==> src/rtl/lfsr_ber_monitor.sv <==
// lfsr_ber_monitor: windowed bit-error counter with threshold alarm, saturating total and lock-loss count
module lfsr_ber_monitor #(
    parameter int WINDOW  = 256,
    parameter int ERR_THR = 8,
    parameter int CNT_W   = 16
) (
    input  logic             clk,
    input  logic             i_rst,
    input  logic             i_clear,
    input  logic             i_valid,
    input  logic             i_lock,
    input  logic [7:0]       i_rx,
    input  logic [7:0]       i_ref,
    output logic             o_meas_active,
    output logic             o_win_done,
    output logic [CNT_W-1:0] o_win_err,
    output logic             o_alarm,
    output logic [CNT_W-1:0] o_total_err,
    output logic [7:0]       o_lock_loss
);
    localparam int SW = $clog2(WINDOW);
    typedef enum logic {IDLE, MEASURE} state_t;
    state_t           state;
    logic [SW-1:0]    cnt;
    logic [CNT_W-1:0] acc, win;
    logic [3:0]       pop;
    logic [CNT_W:0]   sum;
    always_comb begin
        pop = '0;
        for (int i = 0; i < 8; i++) pop = pop + 4'(i_rx[i] ^ i_ref[i]);
        win = acc + CNT_W'(pop);
        sum = {1'b0, o_total_err} + {1'b0, win};
    end
    assign o_meas_active = (state == MEASURE);
    // lock loss outranks a completing sample; the partial window is dropped
    always_ff @(posedge clk) begin
        if (i_rst || i_clear) begin
            state       <= IDLE;
            cnt         <= '0;
            acc         <= '0;
            o_win_done  <= 1'b0;
            o_win_err   <= '0;
            o_alarm     <= 1'b0;
            o_total_err <= '0;
            o_lock_loss <= '0;
        end else begin
            o_win_done <= 1'b0;
            state      <= i_lock ? MEASURE : IDLE;
            if (state == MEASURE && !i_lock) begin
                cnt <= '0;
                acc <= '0;
                if (o_lock_loss != 8'hFF) o_lock_loss <= o_lock_loss + 8'd1;
            end else if (state == MEASURE && i_valid) begin
                if (cnt == SW'(WINDOW - 1)) begin
                    cnt         <= '0;
                    acc         <= '0;
                    o_win_done  <= 1'b1;
                    o_win_err   <= win;
                    o_alarm     <= win > CNT_W'(ERR_THR);
                    o_total_err <= sum[CNT_W] ? '1 : sum[CNT_W-1:0];
                end else begin
                    cnt <= cnt + 1'b1;
                    acc <= win;
                end
            end
        end
    end
endmodule
==> config.mk <==
export PLATFORM = sky130hd
export DESIGN_NAME = lfsr_ber_monitor
export DESIGN_NICKNAME = d
export VERILOG_FILES = /design/src/rtl/lfsr_ber_monitor.sv
export SDC_FILE = /design/constraint.sdc
export NUM_CORES = 1
export LEC_CHECK = 0
export BUFFER_PORTS_ARGS = -buffer_cell sky130_fd_sc_hd__buf_2
export CELL_PAD_IN_SITES_DETAIL_PLACEMENT = 0
export CELL_PAD_IN_SITES_GLOBAL_PLACEMENT = 1
export CORE_AREA = 8 8 112 114
export CTS_CLUSTER_SIZE = 12
export DETAILED_ROUTE_END_ITERATION = 8
export DIE_AREA = 0 0 120 122
export GPL_TIMING_DRIVEN = 0
export PLACE_DENSITY_LB_ADDON = 0.1
export REMOVE_ABC_BUFFERS = 1
export SLEW_MARGIN = 20
export SYNTH_ARGS = -nofsm -noshare
export SYNTH_HDL_FRONTEND = slang
export SYNTH_SLANG_ARGS = --single-unit
export TNS_END_PERCENT = 30
==> constraint.sdc <==
create_clock -name clk -period 4.9 [get_ports clk]
set_input_delay 0.49 -clock clk [delete_from_list [all_inputs] [get_ports clk]]
set_output_delay 0.49 -clock clk [all_outputs]
set_load 0.03 [all_outputs]
# Word-level counts from Yosys, hierarchy flattened
# Cells that the tools add are included.
dict set report totals {
  out_inout_bits 43
  reg_bits 67
  in_bits 21
}
dict set report op_classes {
  add_sub_neg 11
  n_lt_le_gt_ge 1
  muxes 5
  bitwise_logic 10
  n_reduce_logical 8
  eq_ne 2
}
# cell count
set op_table {}
lappend op_table {{$mux 16} 2}
lappend op_table {{$add 16x16->17} 1}
lappend op_table {{$add 16x4->16} 1}
lappend op_table {{$add 4x1->4} 4}
lappend op_table {{$add 8x1->8 const B} 2}
lappend op_table {{$gt 16x4->1 const B} 1}
lappend op_table {{$eq 8x8->1 const B} 1}
lappend op_table {{$mux 8} 1}
lappend op_table {{$ne 8x8->1 const B} 1}
lappend op_table {{$xor 1x1->1} 8}
lappend op_table {{$add 3x1->4} 1}
lappend op_table {{$add 2x1->3} 1}
lappend op_table {{$reduce_and 3->1} 1}
lappend op_table {{$reduce_or 3->1} 1}
lappend op_table {{$add 1x1->2} 1}
lappend op_table {{$logic_and 1x1->1} 2}
lappend op_table {{$mux 1} 2}
lappend op_table {{$not 1->1} 2}
lappend op_table {{$reduce_and 2->1} 1}
lappend op_table {{$reduce_or 2->1} 1}
lappend op_table {{$logic_not 1->1} 1}
lappend op_table {{$logic_or 1x1->1} 1}

# Longest topological paths before layout
dict set report logic_depth {
  word_depth 11
  ltp_mapped 23
  mapped_depth_nobuf 21
}

# Worst setup path after synthesis
# Ideal clock, no wire load.
dict set report synth_timing {
  kind {input to register}
  start {input port i_ref[0]}
  end {register o_total_err[13]}
  t_arrival_ns 5.057
  path_slack_ns -0.227
  path_buffers 0
  cell_stages 21
  cell_sequence {xor2_1 fa_1 inv_1 fa_1 fa_1 inv_1 fa_1 inv_1 fa_1 nand2b_1 a21oi_2 and2_1 xor2_1 ha_1 nand3_1 or3_1 a21boi_1 nor4_1 or2_1 xor2_1 a21oi_1}
}
dict set report synth_between {
  elab_chain_len 11
}
# item line_no
set synth_rtl {}
lappend synth_rtl {{start: declaration} 13} ;# input logic [7:0] i_ref,
lappend synth_rtl {{$xor 1x1->1} 30} ;# for (int i = 0; i < 8; i++) pop = pop + 4'(i_rx[i] ^ i_ref[i]);
lappend synth_rtl {{$add 1x1->2} 30}
lappend synth_rtl {{$add 2x1->3} 30}
lappend synth_rtl {{$add 3x1->4} 30}
lappend synth_rtl {{$add 4x1->4 (4 in series)} 30}
lappend synth_rtl {{$add 16x4->16} 31} ;# win = acc + CNT_W'(pop);
lappend synth_rtl {{named net win[6]} 25} ;# logic [CNT_W-1:0] acc, win;
lappend synth_rtl {{$add 16x16->17} 32} ;# sum = {1'b0, o_total_err} + {1'b0, win};
lappend synth_rtl {{$mux 16} 60} ;# o_total_err <= sum[CNT_W] ? '1 : sum[CNT_W-1:0];
lappend synth_rtl {{end signal: assignment} 60}
lappend synth_rtl {{end: declaration} 18} ;# output logic [CNT_W-1:0] o_total_err,
# The timed path passes the listed nets, and every way through them passes these cells.
# A chain may end at the register's enable or synchronous reset.

# Final worst setup path
# Ends and elaborated chain as after synthesis.

==> flow_summary.toml <==
[detailed_routing]
vias = 3497
wl_per_cell_um = 15.7
routed_via_density = 5.14
drcViolationCount = 0
drt_pass1_iterations = 4
ant_nets = 0
drt_wl_total_um = 10700
drt-initial-drc-count = 152

[synthesis]
async_flop_share = 0
synth.avg_cell_area_um2 = 8.57
ys_warn_count = 0
ys_ff_latch = 67
synth_area_um2 = 3970
synth-edff-count = 0
synth_cells = 463
yosysUniqueCellTypes = 58
synth_seq_area_share = 0.338
ys.flop_type = "dfxtp_1"

[power]
comb_power_share = 0.169
switching_share = 0.276
power.share.clock = 0.404
p_seq_frac = 0.427
power.density_nw_per_um2 = 249
power_switching_w = 0.000353
p_leak_nw = 2.05
internal_power_w = 0.000927
ir_worst_vdd_mv = 0.141

[timing]
timing.final.ws_setup_ns = 0.0199
skew_ns = 0.0125
finalSetupViolations = 0
rsz0062_at_grt = "true"
finalMaxSlewViolations = 0
min_period_over_period = 0.996
max_freq_mhz = 205
tightest_slew_ns = 1.01
tns_ns = 0
slew_headroom = 0.320
final_hold_viol_count = 0
period_minus_slack_ns = 4.88

[finish]
area_delta_synth_final_pct = 29.3
drive_gt1_frac = 0.336
fin_nets = 588
antenna_cells = 0

[place]
portBuffers = 63
dp_slack_ns = -0.886
place.detailed.hpwl_um = 7080
gp_routability_congestion = 0.787

[critical_path]
cp_data_required_time_ns = 5.18
reg2reg_to = "o_total_err[13]$_SDFFE_PP0P_"
worstPathMaxFanout = 5
crit_path_cell_trace = "buf_6, xor2_2, fa_1, inv_2, fa_1, fa_1, inv_2, fa_2, inv_2, fa_2, nand2b_4, a21oi_4, and2_4, xor2_4, ha_4, nand3_2, or3_4, a21boi_2, nor4_1, or2_1, xor2_1, a21oi_1"
startpoint_type = "primary input"
startpoint = "i_ref[0]"
cp.arrival_ns = 5.16
reg2reg_from = "acc[0]$_SDFFE_PP0P_"
criticalPathCategory = "in -> reg"
critPathSlowestCell = "fa_1"
ff2ff_setup_slack_ns = 0.06
r2r_cells = 20
end_kind = "register"
max_stage_delay_ns = 0.52

[floorplan]
start_util = 0.371
core_um2 = 10700
die_x_um = 120
ioPinCount = 64
fp-row-count = 38
die_h_um = 122
dieArea_um2 = 14600

[global_route]
overflow = 0
track_usage = 0.143
grt_pass1_vias = 3300
antenna_found_initial = 0
grt_pass1_wl_um = 17000
grt_max_degree = 35

[cts]
cts.path.max_buffers = 2
cts_max_level = 3
cts_tree = "yes"
clk_pin_slew_worst_paths_ns = 0.08
cts_buffers = 9
clock-sinks = 67
root_buffer = "clkbuf_8"
clk_latency_ns = 0.35

[worst_hold_path]
hold_path_depth = 2
hold_end = "o_meas_active$_SDFF_PP0_"
hp-class = "in -> reg"
min-delay-start = "i_lock"

[status]
status = "completed"

[run]
timing.max_cap.violations = 0
## cells in the mapped netlist (2+ instances only)
master    instances  area share
dfxtp_1          67        0.34
nand2_1          51       0.048
nor2_1           48       0.045
a21oi_1          43       0.054
o21ai_0          29       0.037
ha_1             24       0.076
xor2_1           23       0.051
xnor2_1          22       0.049
a22oi_1          14       0.026
inv_1            13       0.012
a21oi_2          12       0.026
clkbuf_1         12       0.011
buf_2             8       0.010
nand3_1           8       0.010
nand4_1           7       0.011
fa_1              6       0.030
and2_1            5      0.0079
and3_1            5      0.0079
a21o_1            4      0.0076
a211oi_1          3      0.0057
and4_1            3      0.0066
nand2b_1          3      0.0047
nor3_1            3      0.0038
o21a_1            3      0.0057
o21bai_1          3      0.0057
or3_1             3      0.0047
a31oi_1           2      0.0032
and4_4            2      0.0057
buf_6             2      0.0057
mux2i_1           2      0.0050
nor4_1            2      0.0032
o21ai_1           2      0.0025
o311ai_0          2      0.0044
or2_2             2      0.0032
xnor2_2           2      0.0082
## per-stage QoR
step                      area [um^2]  cells  hold slack, ns   util  total power [W]
after floorplan                  3850    440           0.463      -         0.000696
after global placement           4350    643           0.439  0.406         0.000748
after detailed placement         4350    643           0.443  0.407         0.000749
after CTS                        4740    666           0.418  0.443          0.00128
after global routing             5130    681           0.436  0.479          0.00135
final                            5130    681           0.434  0.479          0.00128
## critical path: cells and delay by family
| kind | cells | cell delay, ns |
|---|---|---|
| buffers and inverters | 4 | 0.26 |
| AO/OA/AOI/OAI | 3 | 0.53 |
| adder cells (fa/ha/maj) | 6 | 2.31 |
| XOR/XNOR | 3 | 0.41 |
| AND/OR/NAND/NOR | 6 | 1.18 |
## registers in the layout, summed over array words and instances (netlist names)
register	flops
acc	16
o_total_err	16
o_win_err	16
cnt	8
o_lock_loss	8
o_alarm	1
o_meas_active	1
o_win_done	1
## cell usage in the layout (no fill, tap or decap), types with 18 or more instances in the layout
master and instances:
a21oi_1 33, a21oi_2 19, buf_2 62, buf_4 20, dfxtp_1 66, nand2_1 49, nor2_1 43, o21ai_0 27
xnor2_1 18, xor2_1 19
## layout make-up
cell class                      instances  area (um^2)
Fill cell                            1075         5570
Multi-Input combinational cell        360         2820
Sequential cell                        67         1340
Timing Repair Buffer                   86          528
Tap cell                              140          175
Clock buffer                           10          138
Clock inverter                          5         77.6
Inverter                               13         51.3
## routing by layer
layer,part of all wire,track usage,wire length (um)
met1,0.49,0.191,5260
met2,0.46,0.224,4930
met3,0.041,0.0393,438
met4,0.0077,0.0375,82
met5,0,0,0
## timing repair
| action | CTS | global route |
|---|---|---|
| gates resized for setup | 20 | 51 |
| hold buffers | 0 | 0 |
| cloned | 0 | 1 |
| endpoints found under the setup margin | 16 | 16 |
| setup buffers | 8 | 14 |
| pin swaps | 8 | 24 |
## worst max-delay path by stage
stage | slack, ns | depth (start not counted) | to
floorplan | -0.22 | 21 | o_total_err[13]$_SDFFE_PP0P_
global placement | -0.92 | 22 | o_total_err[14]$_SDFFE_PP0P_
detailed placement | -0.89 | 22 | o_total_err[14]$_SDFFE_PP0P_
CTS | 0.009 | 20 | o_total_err[14]$_SDFFE_PP0P_
global route | -0.13 | 22 | o_total_err[13]$_SDFFE_PP0P_
finish | 0.02 | 22 | o_total_err[13]$_SDFFE_PP0P_
## cell families (layout without fill, tap and decap cells)
family / after synthesis / after routing / synth area share
adder cells (fa/ha/maj): 30 / 30 / 0.106
AND/OR/NAND/NOR: 152 / 152 / 0.186
AO/OA/AOI/OAI: 128 / 128 / 0.209
XOR/XNOR: 48 / 48 / 0.115
multiplexers: 2 / 2 / 0.00505
flip-flops: 67 / 67 / 0.338
buffers and inverters: 36 / 114 / 0.0404
## power groups by stage
stage               logic, W  registers [W]  clock network (W)
floorplan           0.000136       0.000560                  0
global placement    0.000189       0.000559                  0
detailed placement  0.000190       0.000559                  0
CTS                 0.000202       0.000546           0.000530
global route        0.000248       0.000546           0.000555
finish              0.000217       0.000546           0.000517
(Power assumes the default switching activity.)
